==> src/rtl/seg7_scan_driver.sv <==
// seg7_scan_driver: 4-digit multiplexed 7-segment display driver.
// A bus write latches an 11-bit value, which a sequential double-dabble turns
// into BCD. The four digits are scanned onto active-low anode/segment lines.
// Optional leading-zero blanking is enabled by defining DISP_BLANK_EN.
module seg7_scan_driver #(
  parameter int REFRESH_CYCLES = 100000
) (
  input  logic        clk,
  input  logic        rst,
  input  logic        sel,
  input  logic [10:0] data_in,
  output logic [11:0] data_out
);

  localparam int CW = (REFRESH_CYCLES > 2) ? $clog2(REFRESH_CYCLES) : 1;
  localparam logic [CW-1:0] REFRESH_LAST = CW'(REFRESH_CYCLES - 1);

  typedef enum logic [1:0] {
    CONV_IDLE,
    CONV_SHIFT,
    CONV_DONE
  } conv_state_t;

  conv_state_t conv_state;
  logic [3:0]  step_cnt;
  logic [26:0] shift_reg;
  logic [15:0] disp_bcd;
  logic [CW-1:0] refresh_cnt;
  logic [1:0]  digit_idx;
  logic [3:0]  blank;
  logic [3:0]  cur_digit;
  logic        cur_blank;
  logic [3:0]  cur_anode;

  // One double-dabble step: bump every BCD nibble >= 5 by 3, then shift left.
  function automatic logic [26:0] dabble_step(input logic [26:0] v);
    logic [26:0] t;
    t = v;
    for (int n = 0; n < 4; n++) begin
      if (t[11 + 4*n +: 4] >= 4'd5)
        t[11 + 4*n +: 4] = t[11 + 4*n +: 4] + 4'd3;
    end
    return {t[25:0], 1'b0};
  endfunction

  // Active-low segment pattern {g,f,e,d,c,b,a} for a BCD digit.
  function automatic logic [6:0] seg_code(input logic [3:0] d);
    logic [6:0] s;
    case (d)
      4'd0:    s = 7'h40;
      4'd1:    s = 7'h79;
      4'd2:    s = 7'h24;
      4'd3:    s = 7'h30;
      4'd4:    s = 7'h19;
      4'd5:    s = 7'h12;
      4'd6:    s = 7'h02;
      4'd7:    s = 7'h78;
      4'd8:    s = 7'h00;
      4'd9:    s = 7'h10;
      default: s = 7'h7F;
    endcase
    return s;
  endfunction

  // Converter: load on write (restarting any conversion), 11 shifts, then commit.
  always_ff @(posedge clk) begin
    if (rst) begin
      conv_state <= CONV_IDLE;
      step_cnt   <= 4'd0;
      shift_reg  <= 27'd0;
      disp_bcd   <= 16'd0;
    end else if (sel) begin
      conv_state <= CONV_SHIFT;
      step_cnt   <= 4'd0;
      shift_reg  <= {16'd0, data_in};
    end else begin
      case (conv_state)
        CONV_SHIFT: begin
          shift_reg <= dabble_step(shift_reg);
          if (step_cnt == 4'd10)
            conv_state <= CONV_DONE;
          else
            step_cnt <= step_cnt + 4'd1;
        end
        CONV_DONE: begin
          disp_bcd   <= shift_reg[26:11];
          conv_state <= CONV_IDLE;
        end
        default: conv_state <= CONV_IDLE;
      endcase
    end
  end

`ifdef DISP_BLANK_EN
  // Leading-zero blank flags, refreshed together with the displayed digits.
  always_ff @(posedge clk) begin
    if (rst) begin
      blank <= 4'b1110;
    end else if (!sel && conv_state == CONV_DONE) begin
      blank[0] <= 1'b0;
      blank[3] <= (shift_reg[26:23] == 4'd0);
      blank[2] <= (shift_reg[26:19] == 8'd0);
      blank[1] <= (shift_reg[26:15] == 12'd0);
    end
  end
`else
  assign blank = 4'b0000;
`endif

  // Scan timer: each digit stays lit for REFRESH_CYCLES clocks.
  always_ff @(posedge clk) begin
    if (rst) begin
      refresh_cnt <= '0;
      digit_idx   <= 2'd0;
    end else if (refresh_cnt == REFRESH_LAST) begin
      refresh_cnt <= '0;
      digit_idx   <= digit_idx + 2'd1;
    end else begin
      refresh_cnt <= refresh_cnt + 1'b1;
    end
  end

  // Pick the digit, blank flag and anode pattern for the current scan slot.
  always_comb begin
    cur_digit = disp_bcd[3:0];
    cur_blank = blank[0];
    cur_anode = 4'b1110;
    case (digit_idx)
      2'd1: begin cur_digit = disp_bcd[7:4];   cur_blank = blank[1]; cur_anode = 4'b1101; end
      2'd2: begin cur_digit = disp_bcd[11:8];  cur_blank = blank[2]; cur_anode = 4'b1011; end
      2'd3: begin cur_digit = disp_bcd[15:12]; cur_blank = blank[3]; cur_anode = 4'b0111; end
      default: ;
    endcase
  end

  // Registered display output; decimal point is always off.
  always_ff @(posedge clk) begin
    if (rst)
      data_out <= 12'hFFF;
    else
      data_out <= {cur_anode, 1'b1, (cur_blank ? 7'h7F : seg_code(cur_digit))};
  end

endmodule

==> config.mk <==
export PLATFORM = sky130hd
export DESIGN_NAME = seg7_scan_driver
export DESIGN_NICKNAME = d
export VERILOG_FILES = /design/src/rtl/seg7_scan_driver.sv
export SDC_FILE = /design/constraint.sdc
export NUM_CORES = 1
export LEC_CHECK = 0
export ABC_AREA = 0
export BUFFER_PORTS_ARGS = -buffer_cell sky130_fd_sc_hd__buf_4
export CAP_MARGIN = 10
export CORE_MARGIN = 1
export CORE_UTILIZATION = 35
export DETAILED_ROUTE_END_ITERATION = 10
export PLACE_DENSITY_LB_ADDON = 0.05
export REMOVE_ABC_BUFFERS = 1
export SETUP_SLACK_MARGIN = 0.3
export SLEW_MARGIN = 20
export SYNTH_ARGS = -nofsm -noshare
export SYNTH_HDL_FRONTEND = slang
export SYNTH_SLANG_ARGS = --single-unit
==> constraint.sdc <==
create_clock -name clk -period 2.25 [get_ports clk]
set_clock_uncertainty 0.2 [all_clocks]
set_input_delay 0.675 -clock clk [delete_from_list [all_inputs] [get_ports clk]]
set_output_delay 0.675 -clock clk [all_outputs]
set_load 0.1 [all_outputs]
==> run_results.csv, run 1 <==
group,metric,value,unit
yosys,synth.cell_area,3550,um^2
yosys,synth.area.top_cells,"dfxtp_1, a21oi_1, nand2_1",
yosys,synth_flop_cell,"dfxtp_1",
sta,finalCritPeriodShare,93.1,%
routing,detailroute.via_count,2857,
critical_path,criticalPathCategory,"reg2reg",
yosys,yosysUniqueCellTypes,37,
cells_and_area,area_growth,20.9,%
clock_tree,worst_skew_pair_later_pin_latency,340,ps
worst_hold_path,hold_path.startpoint,"disp_bcd[0]$_SDFFE_PP0P_",
power_and_ir_drop,irDropWorstVdd,0.255,mV
die,die_h,103,um
routing,detail_route.drc_violations,0,
sta,report.final.hold_viol_count,0,
cells_and_area,layout-drive-gt1-share,17.7,%
die,pin_count,26,
critical_path,max_stage_delay,350,ps
clock_tree,cts-root-to-sink-buffers,2,
yosys,synth_commonest_cells,"dfxtp_1, nand2_1, a21oi_1, nor2_1, clkbuf_1",
sta,final.setup.tns,0,ps
sta,grt_setup_unrepaired,"true",
clock_tree,number_of_clock_sinks,79,
grt,grt_pass1_vias,2649,
worst_hold_path,hold_path_class,"reg2reg",
cells_and_area,largest_register_ff_count,27,
yosys,synth.yosys.seq_area_share,44.5,%
clock_tree,cts-buffers-inserted,9,
sta,fin_hold_ws,263,ps
critical_path,worst_ep_required_time,2290,ps
critical_path,worst_setup_path_start_kind,"flop",
routing,vias_per_cell,4.66,
sta,layout_min_cycle_time,2090,ps
critical_path,critPathTopFamily,"compound AO/OA/AOI/OAI gates",
routing,detail_route.wirelength,7320,um
clock_tree,cts_root_buffer,"clkbuf_8",
critical_path,arrival,2130,ps
run,timing.max_cap.violations,0,
routing,ant_nets,0,
yosys,yosys.area.top_type,"dfxtp_1",
critical_path,critical_path.slowest_cell,"a222oi_1",
power_and_ir_drop,power.leakage,1.61,nW
die,floorplan.core_area,9820,um^2
critical_path,element_type_at_the_critical_path_end,"flop",
grt,grt_remaining_overflow,0,
clock_tree,clkTransAtPathRegs,80,ps
cells_and_area,fill_cells,1073,
routing,first_pass_iters,4,
yosys,synth.most_common_cell,"dfxtp_1",
critical_path,worst-path-buf-inv,2,
yosys,synthCells,439,
place,dpl.hpwl,5050,um
die,start_util,36.2,%
critical_path,critical_path_peak_fanout,5,
cells_and_area,design.final.nets,507,
yosys,synth_edf_count,0,
grt,grt_pass1_wl,12600,um
place,io_buffer_count,24,
grt,antenna_found_initial,0,
cells_and_area,number_of_inserted_diodes,0,
place,routabilityCongestion,0.742,
grt,grt_start_max_net_pins,21,
power_and_ir_drop,pwr_per_cell_area,637,nW/um^2
critical_path,path_cells,"buf_6, ha_4, a222oi_1, mux2i_2, inv_2, nand2_4, mux2_4, a211o_1",
critical_path,worst_r2r_startpoint,"digit_idx[1]$_SDFFE_PP0N_",
routing,routed_wire_length_per_instance,11.9,um
yosys,synth-seq-cells,79,
status,outcome,"complete, no violations",
yosys,post-synth-top-area-fraction,44.5,%
yosys,yosys_warnings,0,
die,fp-row-count,36,
die,floorplan.die_area,10600,um^2
yosys,synthesis.area_per_instance,8.09,um^2
critical_path,worst_setup_path_startpoint,"digit_idx[1]$_SDFFE_PP0N_",
yosys,synthArstFlopShare,0,%
sta,max_clock_freq,0.477,GHz
routing,drt_iter0_drc,114,
sta,final_report_setup_violation_count,0,
die,dieWidth,103,um
sta,maxSlewViolCount,0,
clock_tree,cts_tree,"built",
grt,gr-usage-all-layers,15.5,%
clock_tree,htree_num_levels,3,
-- final timing paths --
| path | end | slack [ps] | cells after the start |
|---|---|---|---|
| setup / recovery | data_out[3]$_SDFF_PP1_ | 160 | 8 |
| hold / removal | disp_bcd[0]$_SDFFE_PP0P_ | 260 | 2 |
| setup reg to reg | data_out[3]$_SDFF_PP1_ | 160 | 8 |
| hold reg to reg | disp_bcd[0]$_SDFFE_PP0P_ | 260 | 2 |
-- placed cells by master, fill, tap and decap left out, types with 4 or more instances in the layout --
master	synthesis	final
clkbuf_8	0	12
inv_1	19	18
ha_1	18	12
nor2_1	55	54
xnor2_1	14	14
a21oi_1	59	58
nor3_1	7	5
nand2b_1	10	10
nand3_1	10	10
and2_1	5	5
o21ai_1	8	7
dfxtp_1	79	77
nand4_1	5	5
ha_4	0	4
and3_1	4	4
nand2_1	75	75
a222oi_1	4	4
xor2_1	13	13
buf_4	1	48
-- area by class of cell --
cell class,count,area [um^2],area share (%)
multi-input combinational,315,1880,43.8
timing repair buffer,49,372,8.65
tap,133,166,3.87
inverter,21,81.3,1.89
sequential,79,1590,36.9
clock buffer,14,173,4.02
clock inverter,2,37.5,0.874
-- worst min-delay path, delay by kind of cell, from the launching register on --
family,cells,cell delay (ps)
flip-flops,1,320
AND/OR/NAND/NOR,1,50
AO/OA/AOI/OAI,1,50
-- cells by family after synthesis --
group / share of synthesized area, %
flip-flops: 44.5
adder cells (fa/ha/maj): 6.34
buffers and inverters: 4.93
AND/OR/NAND/NOR: 22.7
multiplexers: 2.39
AO/OA/AOI/OAI: 12.4
XOR/XNOR: 6.66
other: 0.106
-- layer usage --
| metal | up-vias | GRT usage, % | share of wire (%) |
|---|---|---|---|
| li1 | 1512 | - | - |
| met1 | 1306 | 20.1 | 50 |
| met2 | 34 | 24.9 | 47 |
| met3 | 5 | 4.34 | 3.0 |
| met4 | 0 | 4.88 | 0.89 |
| met5 | - | 0 | 0 |
-- where the power goes --
group | leakage, nW | switching, mW | internal [mW] | total, mW
clock | 0.103 | 0.497 | 0.606 | 1.10
combinational | 0.868 | 0.136 | 0.0631 | 0.199
sequential | 0.644 | 0.0142 | 1.42 | 1.44
total | 1.61 | 0.648 | 2.09 | 2.74
-- per-stage QoR --
stage,std cells,power [mW],worst slack (ps),util [%],instance area (um^2)
after floorplan,415,1.59,80.1,-,3460
after global placement,594,1.67,8.23,40.4,3970
after detailed placement,594,1.67,-40.7,40.4,3970
after CTS,611,2.80,145,43.5,4270
after global routing,613,2.87,89.3,43.7,4300
final,613,2.74,155,43.7,4300
-- what timing repair did --
action / 4_1_cts / 5_1_grt
hold buffers: 0 / 0
pin swaps: 9 / 2
setup buffers: 1 / 2
endpoints found under the setup margin: 7 / 9
resized for setup: 19 / 3
Power figures use the tool's default switching activity.
==> run 2, diff against run 1 <==
- SETUP_SLACK_MARGIN: 0.3 -> 0.5
==> run_results.csv, run 2 (synthesis results as in run 1) <==
group,metric,value,unit
status,outcome,"complete, no violations",
sta,finalCritPeriodShare,92.9,%
die,pin_count,26,
routing,met2_wirelength,3410,um
sta,postLayoutSetupSlackWorst,159,ps
routing,ant_nets,0,
sta,final.setup.tns,0,ps
cells_and_area,most_common_cell_after_layout_fill_and_taps_aside,"nand2_1",
clock_tree,worst_skew_pair_later_pin_latency,340,ps
routing,routed_metal_1_wirelength,3620,um
routing,vias_per_cell,4.67,
clock_tree,cts-buffers-inserted,9,
power_and_ir_drop,netSwitchingPower,0.651,mW
critical_path,arrival,2130,ps
critical_path,criticalPathCategory,"reg2reg",
sta,maxSlewViolCount,0,
critical_path,reg2reg_end,"data_out[0]$_SDFF_PP1_",
routing,detailroute.via_count,2871,
power_and_ir_drop,swShare,23.6,%
grt,gr-usage-all-layers,15.5,%
sta,layout_min_cycle_time,2090,ps
run,timing.max_cap.violations,0,
die,floorplan.core_area,9820,um^2
place,pre_cts_slack,-40.7,ps
clock_tree,clkTransAtPathRegs,80,ps
routing,met3_wirelength,225,um
cells_and_area,most_frequent_cells_in_the_layout,"nand2_1, dfxtp_1, nor2_1, a21oi_1, buf_4",
clock_tree,cts_tree,"built",
critical_path,element_type_at_the_critical_path_end,"flop",
power_and_ir_drop,power.leakage,1.70,nW
grt,antenna_found_initial,0,
grt,grt_remaining_overflow,0,
sta,grt_setup_unrepaired,"true",
worst_hold_path,hold_path.startpoint,"refresh_cnt[0]$_SDFF_PP0_",
cells_and_area,number_of_inserted_diodes,0,
critical_path,reg2regPathDepth,8,
power_and_ir_drop,cellInternalPower,2.11,mW
critical_path,worst_r2r_startpoint,"digit_idx[1]$_SDFFE_PP0N_",
cells_and_area,fill_cells,1049,
power_and_ir_drop,combinational_group_share_of_total_power,7.9,%
grt,grt_pass1_wl,12600,um
power_and_ir_drop,clock_power_share,39.9,%
place,io_buffer_count,24,
routing,drt_iter0_drc,108,
routing,detail_route.wirelength,7320,um
routing,routed_wire_length_per_instance,11.9,um
sta,max_clock_freq,0.478,GHz
clock_tree,htree_num_levels,3,
die,floorplan.die_area,10600,um^2
grt,grt_pass1_vias,2657,
cells_and_area,design.final.nets,509,
routing,detail_route.drc_violations,0,
die,die_h,103,um
grt,grt_start_max_net_pins,21,
clock_tree,cts-root-to-sink-buffers,2,
die,start_util,36.2,%
sta,report.final.hold_viol_count,0,
critical_path,register_to_register_setup_slack,160,ps
cells_and_area,largest_register_ff_count,27,
power_and_ir_drop,seqPwrFrac,52.2,%
worst_hold_path,hold_path_class,"reg2reg",
critical_path,worst_setup_path_start_kind,"flop",
die,dieWidth,103,um
place,routabilityCongestion,0.742,
critical_path,worst_ep_required_time,2290,ps
place,dpl.hpwl,5050,um
routing,topRoutingLayerUsed,"met4",
cells_and_area,postLayoutCoreUtil,45.9,%
power_and_ir_drop,pwr_per_cell_area,613,nW/um^2
die,fp-row-count,36,
critical_path,critical_path_peak_fanout,5,
clock_tree,cts_root_buffer,"clkbuf_8",
worst_hold_path,worstHoldEndpoint,"refresh_cnt[0]$_SDFF_PP0_",
routing,first_pass_iters,5,
clock_tree,number_of_clock_sinks,79,
clock_tree,cts_hold_buffers,0,
sta,final_report_setup_violation_count,0,
worst_hold_path,whs_path_depth,1,
power_and_ir_drop,irDropWorstVdd,0.250,mV
cells_and_area,layout-drive-gt1-share,22.2,%
cells_and_area,area_growth,26.8,%
## run 2: cell types whose count changed in the layout (fill, tap and decap cells not counted)
cell and change:
ha_2 +1, a21oi_2 +2, nor3_2 -1, buf_4 -9, a21oi_4 +2, dfxtp_1 -15
dfxtp_2 +15, a21oi_1 -4, ha_1 -1, buf_12 +11, nor3_4 +1
## run 2: what timing repair did
| item | CTS | global route |
|---|---|---|
| resized for setup | 64 | 14 |
| setup endpoints to repair | 35 | 43 |
| pin swaps | 9 | 5 |
| setup buffers | 2 | 3 |
## run 2: area by class of cell
type | count | area (um^2) | share of cell area, %
Clock buffer | 14 | 173 | 3.83
Clock inverter | 2 | 37.5 | 0.833
Inverter | 21 | 81.3 | 1.81
Multi-Input combinational cell | 315 | 1920 | 42.6
Sequential cell | 79 | 1610 | 35.6
Tap cell | 133 | 166 | 3.69
Timing Repair Buffer | 51 | 524 | 11.6
## run 2: worst max path at each step
stage / cells past startpoint / start / slack [ps] / to
finish: 8 / digit_idx[1]$_SDFFE_PP0N_ / 160 / data_out[0]$_SDFF_PP1_
CTS: 8 / digit_idx[1]$_SDFFE_PP0N_ / 140 / data_out[3]$_SDFF_PP1_
global placement: 9 / digit_idx[0]$_SDFFE_PP0N_ / 8 / data_out[6]$_SDFF_PP1_
global route: 8 / digit_idx[0]$_SDFFE_PP0N_ / 90 / data_out[3]$_SDFF_PP1_
detailed placement: 9 / digit_idx[0]$_SDFFE_PP0N_ / -40 / data_out[6]$_SDFF_PP1_
floorplan: 9 / digit_idx[1]$_SDFFE_PP0N_ / 80 / data_out[6]$_SDFF_PP1_
## run 2: power by group through the flow
stage	combinational, mW	sequential [mW]	clock, mW
2_1_floorplan	0.0715	1.52	0
6_report	0.217	1.44	1.10
4_1_cts	0.220	1.44	1.17
5_1_grt	0.237	1.45	1.21
3_3_place_gp	0.202	1.47	0
3_5_place_dp	0.202	1.47	0
## run 2: layer usage
layer,vias up,GRT usage (%)
li1,1515,-
met4,0,4.88
met2,45,25.0
met5,-,0
met3,6,4.34
met1,1305,20.2
## run 2: critical path, cell delays in order, from the launching register on
cell	delay [ps]
dfxtp_2	330
buf_6	120
ha_4	170
a222oi_1	350
mux2i_2	160
inv_2	100
nand2_4	50
mux2_4	290
a211o_1	220
## run 2: stage by stage
stage               hold slack [ps]  area (um^2)  power [mW]  std cells
floorplan                       230         3460        1.59        415
global placement                247         3970        1.67        594
detailed placement              254         3970        1.67        594
CTS                             264         4440        2.83        612
global route                    263         4510        2.90        615
finish                          234         4510        2.76        615
